==> config.mk <==
export PLATFORM = sky130hd
export DESIGN_NAME = multi_ch_min_max
export DESIGN_NICKNAME = d
export VERILOG_FILES = /design/src/rtl/mcmm_pkg.sv /design/src/rtl/ch_min_max_update.sv /design/src/rtl/multi_ch_min_max.sv
export SDC_FILE = /design/constraint.sdc
export NUM_CORES = 1
export LEC_CHECK = 0
export CAP_MARGIN = 30
export CORE_MARGIN = 3
export CORE_UTILIZATION = 37
export DETAILED_ROUTE_END_ITERATION = 8
export SETUP_SLACK_MARGIN = 0.4
export SYNTH_ARGS = -nofsm -noshare
export SYNTH_HDL_FRONTEND = slang
export SYNTH_SLANG_ARGS = --single-unit
==> constraint.sdc <==
create_clock -name clk_i_mcmm -period 11.1 [get_ports clk_i_mcmm]
set_input_delay 2.775 -clock clk_i_mcmm [delete_from_list [all_inputs] [get_ports clk_i_mcmm]]
set_output_delay 2.775 -clock clk_i_mcmm [all_outputs]
set_load 0.005 [all_outputs]
==> src/rtl/mcmm_pkg.sv <==
// Shared types, defaults and helpers for the multi-channel min/max extractor.
package mcmm_pkg;

    localparam int unsigned MCMM_DATA_WIDTH   = 8;
    localparam int unsigned MCMM_NUM_CH       = 3;
    localparam int unsigned MCMM_FRAME_PIXELS = 76800;

    // Frame-control state encoding.
    typedef enum logic [1:0] {
        ST_IDLE = 2'd0,
        ST_RUN  = 2'd1,
        ST_DONE = 2'd2
    } mcmm_state_e;

    // LSB position of channel ch inside a packed beat.
    function automatic int ch_lsb(input int ch, input int width);
        return ch * width;
    endfunction

endpackage

==> src/rtl/ch_min_max_update.sv <==
// Running min/max tracker for a single channel, with the beat folded in combinationally.
module ch_min_max_update #(
    parameter int unsigned DATA_WIDTH = 8
) (
    input  logic                  clk,
    input  logic                  rst,
    input  logic                  init,
    input  logic                  upd,
    input  logic [DATA_WIDTH-1:0] sample,
    output logic [DATA_WIDTH-1:0] min_nxt_c,
    output logic [DATA_WIDTH-1:0] max_nxt_c,
    output logic [DATA_WIDTH-1:0] range_c
);

    logic [DATA_WIDTH-1:0] run_min_q;
    logic [DATA_WIDTH-1:0] run_max_q;

    // Running values including the current sample; range taken over them.
    always_comb begin
        min_nxt_c = (sample < run_min_q) ? sample : run_min_q;
        max_nxt_c = (sample > run_max_q) ? sample : run_max_q;
        range_c   = max_nxt_c - min_nxt_c;
    end

    // Accumulator registers: seed at frame start, fold on accepted beats.
    always_ff @(posedge clk) begin
        if (rst) begin
            run_min_q <= '0;
            run_max_q <= '0;
        end else if (init) begin
            run_min_q <= '1;
            run_max_q <= '0;
        end else if (upd) begin
            run_min_q <= min_nxt_c;
            run_max_q <= max_nxt_c;
        end
    end

endmodule

==> src/rtl/multi_ch_min_max.sv <==
// Streaming per-channel min/max/range extractor with frame-length check.
module multi_ch_min_max
    import mcmm_pkg::*;
#(
    parameter int unsigned DATA_WIDTH   = MCMM_DATA_WIDTH,
    parameter int unsigned NUM_CH       = MCMM_NUM_CH,
    parameter int unsigned FRAME_PIXELS = MCMM_FRAME_PIXELS,
    parameter int unsigned CNT_WIDTH    = $clog2(FRAME_PIXELS + 1)
) (
    input  logic                         clk_i_mcmm,
    input  logic                         rst_i_mcmm,
    input  logic                         start_i_mcmm,
    input  logic                         valid_i_mcmm,
    output logic                         ready_o_mcmm,
    input  logic [NUM_CH*DATA_WIDTH-1:0] data_i_mcmm,
    input  logic                         last_i_mcmm,
    output logic [NUM_CH*DATA_WIDTH-1:0] min_o_mcmm,
    output logic [NUM_CH*DATA_WIDTH-1:0] max_o_mcmm,
    output logic [NUM_CH*DATA_WIDTH-1:0] range_o_mcmm,
    output logic [CNT_WIDTH-1:0]         count_o_mcmm,
    output logic                         busy_o_mcmm,
    output logic                         done_o_mcmm,
    output logic                         err_len_o_mcmm
);

    localparam int unsigned BUS_W = NUM_CH * DATA_WIDTH;
    localparam logic [CNT_WIDTH-1:0] CNT_MAX   = '1;
    localparam logic [CNT_WIDTH-1:0] FRAME_LEN = CNT_WIDTH'(FRAME_PIXELS);

    mcmm_state_e state_q;
    mcmm_state_e state_d;
    logic        init_c;
    logic        accept_c;
    logic        last_acc_c;

    logic [CNT_WIDTH-1:0] cnt_q;
    logic [CNT_WIDTH-1:0] cnt_nxt_c;

    logic [BUS_W-1:0] min_nxt_bus;
    logic [BUS_W-1:0] max_nxt_bus;
    logic [BUS_W-1:0] range_bus;

    // One tracker per channel slice.
    for (genvar c = 0; c < NUM_CH; c++) begin : g_ch
        ch_min_max_update #(
            .DATA_WIDTH (DATA_WIDTH)
        ) u_ch (
            .clk       (clk_i_mcmm),
            .rst       (rst_i_mcmm),
            .init      (init_c),
            .upd       (accept_c),
            .sample    (data_i_mcmm[ch_lsb(c, DATA_WIDTH) +: DATA_WIDTH]),
            .min_nxt_c (min_nxt_bus[ch_lsb(c, DATA_WIDTH) +: DATA_WIDTH]),
            .max_nxt_c (max_nxt_bus[ch_lsb(c, DATA_WIDTH) +: DATA_WIDTH]),
            .range_c   (range_bus[ch_lsb(c, DATA_WIDTH) +: DATA_WIDTH])
        );
    end

    // Saturating beat count including the current beat.
    always_comb begin
        cnt_nxt_c = (cnt_q == CNT_MAX) ? cnt_q : cnt_q + CNT_WIDTH'(1);
    end

    // Next-state and per-cycle control decode.
    always_comb begin
        state_d    = state_q;
        init_c     = 1'b0;
        accept_c   = 1'b0;
        last_acc_c = 1'b0;
        case (state_q)
            ST_IDLE: begin
                if (start_i_mcmm) begin
                    state_d = ST_RUN;
                    init_c  = 1'b1;
                end
            end
            ST_RUN: begin
                if (valid_i_mcmm) begin
                    accept_c = 1'b1;
                    if (last_i_mcmm) begin
                        last_acc_c = 1'b1;
                        state_d    = ST_DONE;
                    end
                end
            end
            ST_DONE: begin
                if (start_i_mcmm) begin
                    state_d = ST_RUN;
                    init_c  = 1'b1;
                end else begin
                    state_d = ST_IDLE;
                end
            end
            default: state_d = ST_IDLE;
        endcase
    end

    // State, counter, status flags and result snapshot.
    always_ff @(posedge clk_i_mcmm) begin
        if (rst_i_mcmm) begin
            state_q        <= ST_IDLE;
            cnt_q          <= '0;
            ready_o_mcmm   <= 1'b0;
            busy_o_mcmm    <= 1'b0;
            done_o_mcmm    <= 1'b0;
            err_len_o_mcmm <= 1'b0;
            min_o_mcmm     <= '0;
            max_o_mcmm     <= '0;
            range_o_mcmm   <= '0;
            count_o_mcmm   <= '0;
        end else begin
            state_q      <= state_d;
            ready_o_mcmm <= (state_d == ST_RUN);
            busy_o_mcmm  <= (state_d == ST_RUN);
            done_o_mcmm  <= (state_d == ST_DONE);
            if (init_c) begin
                cnt_q <= '0;
            end else if (accept_c) begin
                cnt_q <= cnt_nxt_c;
            end
            // Snapshot on the last beat so results are valid alongside done.
            if (last_acc_c) begin
                min_o_mcmm     <= min_nxt_bus;
                max_o_mcmm     <= max_nxt_bus;
                range_o_mcmm   <= range_bus;
                count_o_mcmm   <= cnt_nxt_c;
                err_len_o_mcmm <= (cnt_nxt_c != FRAME_LEN);
            end
        end
    end

endmodule

# [Word-level counts from Yosys, hierarchy flattened]
# Index checks and enable logic that the tools add are counted.
# W data, S select, Z words.
[totals] reg_bits=159 latch_bits=0 ramBits=0 mem_bits_ro=0 input_bits=29 out_inout_bits=93 word_cells=60 n_memories=0
[op_classes] add_sub_neg=4 n_mul=0 div=0 order_cmp=6 n_eq_ne=6 n_shift=0 n_mux=25 bitwise_logic=0 reduce_logical=4
[op_table] operator="$mux W8" n=12
[op_table] operator="$gt A8 B8 Y1" n=3
[op_table] operator="$lt A8 B8 Y1" n=3
[op_table] operator="$sub A8 B8 Y8" n=3
[op_table] operator="$add A17 B1 Y17 const B" n=1
[op_table] operator="$eq A17 B17 Y1 const B" n=1
[op_table] operator="$mux W17" n=1
[op_table] operator="$ne A17 B17 Y1 const B" n=1
[op_table] operator="$mux W1" n=8
[op_table] operator="$mux W2" n=3
[op_table] operator="$pmux W2 S3" n=1
[op_table] operator="$eq A2 B1 Y1 const B" n=2
[op_table] operator="$eq A2 B2 Y1 const B" n=2
[op_table] operator="$reduce_or A2 Y1" n=2
[op_table] operator="$logic_not A2 Y1" n=1
[op_table] operator="$reduce_bool A2 Y1" n=1

# [Longest topological paths before layout]
# Gate-level depths: netlist of run 1.
[depth] depth_word=4 ltp_mapped=18 mapped_depth_nobuf=17

# [By module]
# A second synthesis of run 1 with hierarchy kept.
[unflattened] hier_cells=1108 area_unflattened_um2=8898.5
[modules_own_cells] module="multi_ch_min_max" instances=1 cells_each=577 area_each_um2=4544.4 seq_area_each_um2=2222.1
[modules_own_cells] module="ch_min_max_update" instances=3 cells_each=177 area_each_um2=1451.4 seq_area_each_um2=320.3

# [Worst setup path after synthesis of run 1]
# Ideal clock, no wire load.
[synth_timing] kind="input port to flip-flop" startpoint="input port data_i_mcmm[5]" endpoint="register range_o_mcmm[7]" arrival_ns=5.888 required_time_ns=11.009 setup_slack_ns=5.121 path_stages=16 n_path_buf=1 path_cell_list="ha_1 > a211oi_1 > nor2_1 > nor4bb_1 > or2_2 > buf_2 > mux2i_1 > inv_1 > ha_1 > nor2b_1 > o21ai_0 > a21oi_1 > nor4_1 > nor3_1 > a31o_1 > a311oi_1"
[synth_via] elab_chain_cells=3
[synth_rtl] item="start, declared" line="multi_ch_min_max.sv:15" text="input logic [NUM_CH*DATA_WIDTH-1:0] data_i_mcmm,"
[synth_rtl] item="$gt A8 B8 Y1" line="ch_min_max_update.sv:21" text="max_nxt_c = (sample > run_max_q) ? sample : run_max_q;"
[synth_rtl] item="$mux W8" line="ch_min_max_update.sv:21"
[synth_rtl] item="via g_ch[0].u_ch.max_nxt_c[1]" line="ch_min_max_update.sv:11" text="output logic [DATA_WIDTH-1:0] max_nxt_c,"
[synth_rtl] item="$sub A8 B8 Y8" line="ch_min_max_update.sv:22" text="range_c = max_nxt_c - min_nxt_c;"
[synth_rtl] item="end signal, assigned" line="multi_ch_min_max.sv:125" text="range_o_mcmm <= range_bus;"
[synth_rtl] item="end, declared" line="multi_ch_min_max.sv:19" text="output logic [NUM_CH*DATA_WIDTH-1:0] range_o_mcmm,"
# The timed path passes the listed nets, and every way through them passes these cells.
# A chain may end at the register's enable or synchronous reset.

# [Final worst setup path of run 1]
[layout_timing] startpoint="input port data_i_mcmm[21]" endpoint="register range_o_mcmm[23]"
[layout_via] elab_chain_cells=3
[layout_rtl] item="$gt A8 B8 Y1" line="ch_min_max_update.sv:21"
[layout_rtl] item="$mux W8" line="ch_min_max_update.sv:21"
[layout_rtl] item="via g_ch[2].u_ch.max_nxt_c[1]" line="ch_min_max_update.sv:11"
[layout_rtl] item="$sub A8 B8 Y8" line="ch_min_max_update.sv:22"
# The timed path passes the listed nets, and every way through them passes these cells.

==> out/qor.yml, run 1 <==
grt_pass1_vias: 7264
cap_violations: 0
synth_nets: 1168
p_int_mw: 1.12
clkSinkCount: 159
ys_seq_area_share_pct: 36.2
regToRegSetupSlack_ns: 7.06
die-area_mm2: 0.0256
power_switching_mw: 0.468
synthCells: 1069
rows: 55
reg2reg_to: "range_o_mcmm[23]$_SDFFE_PP0P_"
worstPathArrival_ns: 6.88
slew_headroom_pct: 34.4
synth.cell_area_mm2: 0.00878
cp.required_ns: 11.44
track_usage_pct: 18.7
io_buffers: 121
startpoint: "data_i_mcmm[21]"
path_cells: "clkdlybuf4s50_1 > ha_1 > a211oi_1 > nor2_1 > nor4bb_1 > or2_2 > mux2i_1 > inv_1 > ha_1 > nor2b_1 > o21ai_0 > a21oi_1 > nor4_1 > nor3_1 > a31o_1 > a311oi_1"
final_cell_mix: "nor2_1 (189), dfxtp_1 (159), clkdlybuf4s50_1 (120), a211oi_1 (110), inv_1 (72)"
start_util_pct: 38.2
ir_worst_vdd_mv: 0.0821
startpoint_type: "input port"
vias: 7524
synth-main-ff-cell: "dfxtp_1"
drive_gt1_share_pct: 4.75
yosysUniqueCellTypes: 53
crit_top_cell: "ha_1"
core_region_area_mm2: 0.0230
placed_cell_area_mm2: 0.0102
setup_tns_ns: 0
p_per_area_mw_per_mm2: 147
max_stage_delay_ns: 0.51
wire_per_inst_um: 16.2
grt_pass1_wl_mm: 39.1
cts_buffers: 17
place.gp.congestion: 0.861
setup_viol_count_final: 0
endpoint_kind: "register"
clk_latency_ns: 0.43
slew_violations: 0
crit_path_end: "range_o_mcmm[23]$_SDFFE_PP0P_"
rsz0062_at_grt: "false"
synthArstFlopShare_pct: 0
cts_resized: 0
cts_setup_buffers: 0
grt_max_degree: 86
synth_edf_count: 0
timing.fmax_mhz: 153
avgSynthCellArea_um2: 8.22
status: "complete, no violations"
via_per_inst: 5.11
tightest_slew_ns: 0.980
syn_to_final_growth_pct: 22.7
grt_antenna_before_repair: 0
dp_hpwl_mm: 16.8
ioPinCount: 122
swShare_pct: 29.4
wirelength_mm: 23.8
cts_hold_buf: 0
crit_fanout: 13
design_area_mm2: 0.0108
finalCritPeriodShare_pct: 59.0
hold_ws_ns: 0.449
firstDrtPassIters: 4
route.detailed.drc: 0
root_buffer: "clkbuf_16"
clkPwrFrac_pct: 38.4
drt_iter0_markers: 363
hp-class: "register to register"
drtAntennaViolNets: 0
clockBufferDepth: 2
clock_skew_ns: 0.0155
grt_overflow: 0
rr_worst_depth: 16
period_minus_slack_ns: 6.54
finalHoldViolCount: 0
combPwrFrac_pct: 22.7
ys_ff_latch: 159
share_seq_of_total_power_pct: 38.8
leakage_nw: 4.06
slowest_stage: "clkdlybuf4s50_1"
cts_tree: "built"
clk_pin_slew_ns: 0.07
crit_type: "input port to register"
r2r_start: "g_ch[2].u_ch.run_max_q[1]$_SDFFE_PP0P_"
die_height_um: 160
yosysWarnings: 0
die_w_um: 160
htreeDepth: 4
layout_commonest_cell: "nor2_1"
layout.nets: 1245
[state kept, by name, indices dropped and copies added (netlist names), 2 cells and up]
signal / count
cnt_q: 17
count_o_mcmm: 17
g_ch.u_ch.run_max_q: 24
g_ch.u_ch.run_min_q: 24
max_o_mcmm: 24
min_o_mcmm: 24
range_o_mcmm: 24
state_q: 2
[layout make-up]
class / count / area, µm²
fillers: 2290 / 12200
multi-input cells: 765 / 5030
clock inverters: 11 / 154
well taps: 313 / 392
flip-flops and latches: 159 / 3180
inverters: 72 / 270
diodes: 1 / 2.50
repair buffers: 131 / 1300
clock buffers: 21 / 450
[worst min path at each step]
| stage | slack [ns] | depth (start not counted) | endpoint | startpoint |
|---|---|---|---|---|
| after floorplan | 0.45 | 2 | count_o_mcmm[0]$_SDFFE_PP0P_ | count_o_mcmm[0]$_SDFFE_PP0P_ |
| after global placement | 0.44 | 2 | count_o_mcmm[12]$_SDFFE_PP0P_ | count_o_mcmm[12]$_SDFFE_PP0P_ |
| after detailed placement | 0.45 | 2 | range_o_mcmm[21]$_SDFFE_PP0P_ | range_o_mcmm[21]$_SDFFE_PP0P_ |
| after CTS | 0.46 | 2 | count_o_mcmm[5]$_SDFFE_PP0P_ | count_o_mcmm[5]$_SDFFE_PP0P_ |
| after global routing | 0.48 | 2 | count_o_mcmm[5]$_SDFFE_PP0P_ | count_o_mcmm[5]$_SDFFE_PP0P_ |
| final | 0.45 | 2 | count_o_mcmm[5]$_SDFFE_PP0P_ | count_o_mcmm[5]$_SDFFE_PP0P_ |
[critical path, delay by kind of cell]
| kind | cells | cell delay, ns |
|---|---|---|
| AND/OR/NAND/NOR | 6 | 1.42 |
| AO/OA/AOI/OAI | 5 | 0.97 |
| adder cells (fa/ha/maj) | 2 | 0.63 |
| buffers and inverters | 2 | 0.61 |
| multiplexers | 1 | 0.47 |
[cells in the mapped netlist, drive strengths merged (5+ instances only)]
cell,count,area share (%)
o21ai,36,2.1
a21o,5,0.43
a211oi,110,9.4
nand2,62,2.7
mux2i,44,5.0
a311oi,8,0.80
and3,7,0.50
buf,20,1.3
nor4,8,0.78
nor2,189,8.1
and2,6,0.43
a21oi,60,3.4
xor2,20,2.0
xnor2,12,1.2
ha,67,9.5
inv,72,3.1
dfxtp,159,36
a41oi,6,0.60
clkbuf,53,2.3
nand4,14,1.2
nand3,21,1.2
nor2b,17,1.2
nor3,12,0.74
or3,9,0.64
[per-layer routing]
| metal | part of all wire, % | track usage, % | vias to the layer above |
|---|---|---|---|
| met1 | 50 | 25.9 | 3458 |
| met5 | 0 | 0 | - |
| met3 | 4.4 | 4.46 | 13 |
| li1 | - | - | 3932 |
| met4 | 0.99 | 4.38 | 0 |
| met2 | 45 | 29.5 | 121 |
[kinds of logic (layout without fill, tap and decap cells)]
logic type / Yosys count / after routing / share of synthesized area, %
and+or+nand+nor: 364 / 364 / 19.1
adders and majority gates: 70 / 70 / 10.2
muxes: 47 / 47 / 5.40
DFF: 159 / 159 / 36.2
AOI/OAI and AO/OA: 252 / 252 / 19.1
buffers and inverters: 145 / 235 / 6.67
xor gates and xnor gates: 32 / 32 / 3.19
other: 0 / 1 / 0
[power by group through the flow]
| stage | clock network (mW) | registers [mW] | logic (mW) |
|---|---|---|---|
| 2_1_floorplan | 0 | 0.625 | 0.250 |
| 3_3_place_gp | 0 | 0.629 | 0.356 |
| 3_5_place_dp | 0 | 0.630 | 0.360 |
| 4_1_cts | 0.627 | 0.617 | 0.364 |
| 5_1_grt | 0.652 | 0.620 | 0.409 |
| 6_report | 0.611 | 0.617 | 0.361 |
[metrics by stage]
stage	util (%)	worst slack, ns	cells	total power [mW]
finish	46.9	4.56	1473	1.59
global route	46.9	4.00	1472	1.68
CTS	46.9	4.55	1472	1.61
detailed placement	44.3	4.14	1440	0.990
global placement	44.0	4.16	1435	0.985
floorplan	-	5.12	1069	0.875
Power figures use the tool's default switching activity.
==> run 2, diff against run 1 <==
==> constraint.sdc (replaced) <==
create_clock -name clk_i_mcmm -period 5.71 [get_ports clk_i_mcmm]
set_input_delay 1.4275 -clock clk_i_mcmm [delete_from_list [all_inputs] [get_ports clk_i_mcmm]]
set_output_delay 1.4275 -clock clk_i_mcmm [all_outputs]
set_load 0.005 [all_outputs]
==> run 2 against run 1 <==
Against the previous run: register-to-register slack lost 5.1 ns; sequential power grew 94%; via count grew 1.1%; wire length shrank 0.70%; count of clock-buffer cells in the layout is the same; sequential cell count is the same; clock power grew 83%; die area is the same; sequential share of layout area shrank 0.17 points; first-iteration DRC count shrank 5.2%; largest power group unchanged; highest routed layer unchanged.
==> out/qor.yml, run 2 (synthesis gave the netlist of run 1 again) <==
status: "complete, no violations"
setup_tns_ns: 0  # unchanged
min_path_cells: 2  # unchanged
period_minus_slack_ns: 4.87
swShare_pct: 29.3  # -0.13 points
finalCritPeriodShare_pct: 85.3
cap_violations: 0  # unchanged
clockBufferDepth: 2  # unchanged
drive_gt1_share_pct: 5.73  # +0.99 points
dpl.cell_count: 1451  # +0.76%
startpoint_type: "input port"
ir_worst_vdd_mv: 0.166  # +100%
core_region_area_mm2: 0.0230  # unchanged
die-area_mm2: 0.0256  # unchanged
crit_fanout: 13  # unchanged
rr_worst_depth: 15  # -1
crit_type: "input port to register"
track_usage_pct: 18.6  # -0.076 points
combPwrFrac_pct: 23.6  # +0.9 points
p_int_mw: 2.15  # +92%
grt.met1_usage_pct: 25.5  # -0.40 points
drt_iter0_markers: 344  # -5.2%
n_antenna_cell: 0  # -1
power_switching_mw: 0.890  # +90%
share_seq_of_total_power_pct: 39.5  # +0.7 points
syn_to_final_growth_pct: 23.4
wire_per_inst_um: 15.9  # -1.3%
grt_pass1_vias: 7375  # +1.5%
grt_max_degree: 67  # -22%
final_cell_mix: "nor2_1 (188), dfxtp_1 (159), clkdlybuf4s50_1 (120), a211oi_1 (110), inv_1 (72)"
grtUsageMet2_pct: 29.4  # -0.097 points
die_w_um: 160  # unchanged
cts_hold_buf: 0  # unchanged
slew_violations: 0  # unchanged
io_buffers: 121  # unchanged
ioPinCount: 122  # unchanged
p_per_area_mw_per_mm2: 280  # +90%
place.gp.congestion: 0.854  # -0.73%
grt_antenna_before_repair: 0  # unchanged
grt_use_met3_pct: 4.67  # +0.21 points
layout.nets: 1257  # +0.96%
rsz0062_at_grt: "false"
tightest_slew_ns: 0.722  # -0.258 ns
route.detailed.drc: 0  # unchanged
start_util_pct: 38.2  # unchanged
layout_commonest_cell: "nor2_1"
cts_tree: "built"
vias: 7610  # +1.1%
worstPathArrival_ns: 5.19  # -1.69 ns
leakage_nw: 4.09  # +0.80%
clk_latency_ns: 0.42  # about the same
grt_overflow: 0  # unchanged
finalHoldViolCount: 0  # unchanged
root_buffer: "clkbuf_16"
hp-class: "register to register"
finalNonFillerCells: 1482  # +0.61%
clk_pin_slew_ns: 0.06  # about the same
rows: 55  # unchanged
firstDrtPassIters: 5  # +1
cts_buffers: 17  # unchanged
clkPwrFrac_pct: 36.9  # -1.5 points
die_height_um: 160  # unchanged
grt_pass1_wl_mm: 39.1  # about the same
design_area_mm2: 0.0108  # +0.58%
clkSinkCount: 159  # unchanged
endpoint_kind: "register"
setup_viol_count_final: 0  # unchanged
htreeDepth: 4  # unchanged
timing.fmax_mhz: 205
grt.busiest_layer: "met2"
clock_skew_ns: 0.0124  # -0.00314 ns
drtAntennaViolNets: 0  # unchanged
placed_cell_area_mm2: 0.0102  # +0.60%
wirelength_mm: 23.6  # -0.70%
cp.required_ns: 6.03  # -5.41 ns
slew_headroom_pct: 51.9  # +17 points
via_per_inst: 5.13  # +0.53%
dp_hpwl_mm: 17.0  # +1.4%
-- run 2: cell types whose count changed in the layout (fill, tap and decap cells not counted), sizes merged --
| cell | delta |
|---|---|
| buf | +12 |
| inv | -4 |
| clkinvlp | +2 |
| bufinv | -1 |
| clkinv | +1 |
| diode | -1 |
-- run 2: path summary, 6_finish.rpt --
| kind | start | endpoint | slack (ns) |
|---|---|---|---|
| min reg2reg | count_o_mcmm[0]$_SDFFE_PP0P_ | count_o_mcmm[0]$_SDFFE_PP0P_ | 0.45 |
| max | data_i_mcmm[5] | range_o_mcmm[7]$_SDFFE_PP0P_ | 0.84 |
| min | count_o_mcmm[0]$_SDFFE_PP0P_ | count_o_mcmm[0]$_SDFFE_PP0P_ | 0.45 |
| max reg2reg | g_ch[0].u_ch.run_max_q[1]$_SDFFE_PP0P_ | range_o_mcmm[7]$_SDFFE_PP0P_ | 2.01 |
-- run 2: final cells by class --
type                       instances  area (µm²)
multi-input combinational        765        5030
fill                            2294       12100
timing repair buffer             143        1390
clock inverter                     9         113
tap                              313         392
clock buffer                      21         460
inverter                          72         270
sequential                       159        3180
-- run 2: metal layers --
metal / vias to the layer above / wire length (µm)
met5: - / 0
met2: 148 / 10700
met4: 0 / 264
met1: 3501 / 11500
li1: 3940 / -
met3: 21 / 1190
-- run 2: critical path: stages --
cell and delay, ns:
clkdlybuf4s50_1 0.51, ha_1 0.35, a211oi_1 0.23, nor2_1 0.09, nor4bb_1 0.44, or2_4 0.33, mux2i_1 0.36, inv_1 0.08
ha_1 0.32, o21ai_0 0.12, a21oi_1 0.22, nor4_1 0.07, nor3_1 0.26, nand4_1 0.12, a311oi_1 0.26
-- run 2: repair_timing --
item,CTS,global route
gates resized for setup,0,3
buffers inserted,0,0
setup endpoints to repair,0,2
-- run 2: metrics by stage --
| step | setup WS [ns] | total power [mW] | utilization, % | hold WS, ns |
|---|---|---|---|---|
| 6_report | 0.842 | 3.04 | 47.2 | 0.454 |
| 3_3_place_gp | 0.438 | 1.93 | 44.4 | 0.444 |
| 3_5_place_dp | 0.340 | 1.94 | 44.5 | 0.446 |
| 2_1_floorplan | 1.08 | 1.70 | - | 0.448 |
| 5_1_grt | 0.403 | 3.21 | 47.2 | 0.477 |
| 4_1_cts | 0.777 | 3.07 | 47.0 | 0.455 |
-- run 2: power groups by stage --
stage          Clock (mW)  Sequential (mW)  Combinational (mW)
2_1_floorplan           0             1.21               0.486
3_3_place_gp            0             1.22               0.707
3_5_place_dp            0             1.22               0.713
4_1_cts              1.15             1.20               0.717
5_1_grt              1.19             1.21               0.812
6_report             1.12             1.20               0.717
==> run 3, diff against run 2 <==
--- a/config.mk
+++ b/config.mk
@@ -6,10 +6,12 @@
 export NUM_CORES = 1
 export LEC_CHECK = 0
 export CAP_MARGIN = 30
-export CORE_MARGIN = 3
+export CORE_MARGIN = 5
 export CORE_UTILIZATION = 37
 export DETAILED_ROUTE_END_ITERATION = 8
+export GPL_TIMING_DRIVEN = 0
 export SETUP_SLACK_MARGIN = 0.4
 export SYNTH_ARGS = -nofsm -noshare
 export SYNTH_HDL_FRONTEND = slang
 export SYNTH_SLANG_ARGS = --single-unit
+export TNS_END_PERCENT = 100
==> run 3 against run 2 <==
Against the previous run: clock skew decreased by 0.0043 ns; sequential cell count unchanged; count of clock-buffer cells in the layout increased by 2; sequential share of layout area decreased by 0.78 points; largest cell class unchanged; largest power group is now the clock network.
==> out/qor.yml, run 3 (synthesis gave the netlist of run 1 again) <==
status: "complete, no violations"
path_cells: "clkdlybuf4s50_1 > ha_1 > nor2b_1 > o21ai_0 > nor4bb_2 > or2_2 > clkbuf_4 > mux2i_2 > inv_1 > ha_1 > o21ai_0 > a21oi_1 > nor4_2 > nor3_2 > nand4_1 > a311oi_1"
htreeDepth: 4  # unchanged
grt_max_degree: 17  # -75%
share_seq_of_total_power_pct: 37.7  # -1.8 points
startpoint: "data_i_mcmm[1]"
clock_skew_ns: 0.00812  # -0.00428 ns
hold_ws_ns: 0.461  # +0.00684 ns
worstPathArrival_ns: 5.37  # +0.18 ns
reg2reg_to: "range_o_mcmm[15]$_SDFFE_PP0P_"
dp_hpwl_mm: 21.5  # +27%
grt_pass1_vias: 7672  # +4.0%
wire_per_inst_um: 18.3  # +15%
cts_buffers: 17  # unchanged
cpLargestDelayFamily: "simple AND/OR/NAND/NOR gates"
layout.nets: 1309  # +4.1%
ir_worst_vdd_mv: 0.159  # -4.2%
timing.fmax_mhz: 198  # -3.4%
place.gp.congestion: 0.886  # +3.7%
clk_pin_slew_ns: 0.06  # about the same
clkPwrFrac_pct: 38.6  # +1.7 points
finalCritPeriodShare_pct: 88.3  # +3.0 points
die-area_mm2: 0.0269  # +5.1%
r2r_start: "g_ch[1].u_ch.run_max_q[7]$_SDFFE_PP0P_"
grt_pass1_wl_mm: 43.5  # +11%
path_depth: 16  # +1
grt_overflow: 0  # unchanged
hp-class: "register to register"
firstDrtPassIters: 5  # unchanged
slowest_stage: "clkdlybuf4s50_1"
leakage_nw: 4.21  # +2.7%
cts_hold_buf: 0  # unchanged
setup_slack_ns: 0.669  # -0.173 ns
swShare_pct: 29.1  # -0.18 points
track_usage_pct: 20.9  # +2.3 points
n_antenna_cell: 0  # unchanged
min_path_cells: 2  # unchanged
layout_commonest_cell: "nor2_1"
crit_fanout: 10  # -3
tightest_slew_ns: 0.900  # +0.178 ns
design_area_mm2: 0.0111  # +2.7%
setup_tns_ns: 0  # unchanged
die_w_um: 164  # +2.5%
clkSinkCount: 159  # unchanged
rsz0062_at_grt: "true"
final_cell_mix: "nor2_1 (189), dfxtp_1 (159), clkdlybuf4s50_1 (118), a211oi_1 (110), inv_1 (72)"
crit_buf_inv: 3  # +1
dp_worst_setup_slack_ns: -0.140  # -0.480 ns
io_buffers: 120  # -0.83%
startpoint_type: "input port"
drtAntennaViolNets: 0  # unchanged
finalHoldViolCount: 0  # unchanged
max_stage_delay_ns: 0.69  # +0.18 ns
crit_path_end: "range_o_mcmm[7]$_SDFFE_PP0P_"
period_minus_slack_ns: 5.04  # +0.173 ns
regToRegSetupSlack_ns: 1.72  # -0.29 ns
power_switching_mw: 0.927  # +4.1%
grt_antenna_before_repair: 1  # +1
start_util_pct: 37.5  # -0.68 points
route.detailed.drc: 0  # unchanged
crit_type: "input port to register"
placed_cell_area_mm2: 0.0104  # +1.5%
clockBufferDepth: 2  # unchanged
setup_viol_count_final: 0  # unchanged
rr_worst_depth: 15  # unchanged
slew_headroom_pct: 40.0  # -12 points
root_buffer: "clkbuf_16"
p_per_area_mw_per_mm2: 286  # +2.0%
ioPinCount: 122  # unchanged
syn_to_final_growth_pct: 26.8
die_height_um: 164  # +2.5%
clk_latency_ns: 0.43  # about the same
core_region_area_mm2: 0.0234  # +1.8%
rows: 56  # +1.8%
slew_violations: 0  # unchanged
via_per_inst: 5.25  # +2.2%
cap_violations: 0  # unchanged
endpoint_kind: "register"
vias: 8090  # +6.3%
drt_iter0_markers: 613  # +78%
cts_tree: "built"
p_int_mw: 2.26  # +5.0%
drive_gt1_share_pct: 6.21  # +0.48 points
wirelength_mm: 28.2  # +19%
combPwrFrac_pct: 23.7  # about the same
cp.required_ns: 6.04  # about the same
## run 3: timing repair
action,CTS,global route
pin swaps,0,2
endpoints found under the setup margin,2,8
gates resized for setup,2,22
setup buffers,0,2
gates cloned,0,0
## run 3: layout make-up
type                    count  area (µm²)
clock buffers              23         478
plain buffers              73         322
inverters                  72         270
well taps                 319         399
fillers                  2359       12300
clock inverters             9         156
flip-flops and latches    159        3180
repair buffers            122        1220
multi-input cells         765        5110
## run 3: tightest hold or removal path: stages, from the launching register on
cell,delay (ns)
dfxtp_1,0.31
nand2_1,0.05
a21oi_1,0.05
## run 3: routing by layer
metal	up-vias	GRT usage [%]	part of all wire, %
li1	4046	-	-
met1	3794	28.2	46
met2	216	34.2	46
met3	32	4.84	6.3
met4	2	4.57	1.4
met5	-	0	0.025
## run 3: power by group through the flow
stage	logic [mW]	clock network, mW	registers [mW]
after floorplan	0.486	0	1.21
after global placement	0.718	0	1.22
after detailed placement	0.724	0	1.22
after CTS	0.733	1.25	1.20
after global routing	0.841	1.29	1.21
final	0.755	1.23	1.20
## run 3: how the worst min path moves through the flow
| stage | from | end | slack, ns |
|---|---|---|---|
| detailed placement | min_o_mcmm[0]$_SDFFE_PP0P_ | min_o_mcmm[0]$_SDFFE_PP0P_ | 0.45 |
| global placement | count_o_mcmm[0]$_SDFFE_PP0P_ | count_o_mcmm[0]$_SDFFE_PP0P_ | 0.44 |
| CTS | range_o_mcmm[12]$_SDFFE_PP0P_ | range_o_mcmm[12]$_SDFFE_PP0P_ | 0.46 |
| finish | range_o_mcmm[12]$_SDFFE_PP0P_ | range_o_mcmm[12]$_SDFFE_PP0P_ | 0.46 |
| global route | range_o_mcmm[12]$_SDFFE_PP0P_ | range_o_mcmm[12]$_SDFFE_PP0P_ | 0.49 |
| floorplan | count_o_mcmm[0]$_SDFFE_PP0P_ | count_o_mcmm[0]$_SDFFE_PP0P_ | 0.45 |
## run 3: metrics by stage
stage | util [%] | std cells | power, mW
after floorplan | - | 1069 | 1.70
after CTS | 47.1 | 1540 | 3.18
after detailed placement | 44.4 | 1508 | 1.95
after global routing | 47.6 | 1542 | 3.34
final | 47.6 | 1542 | 3.18
after global placement | 44.4 | 1508 | 1.94
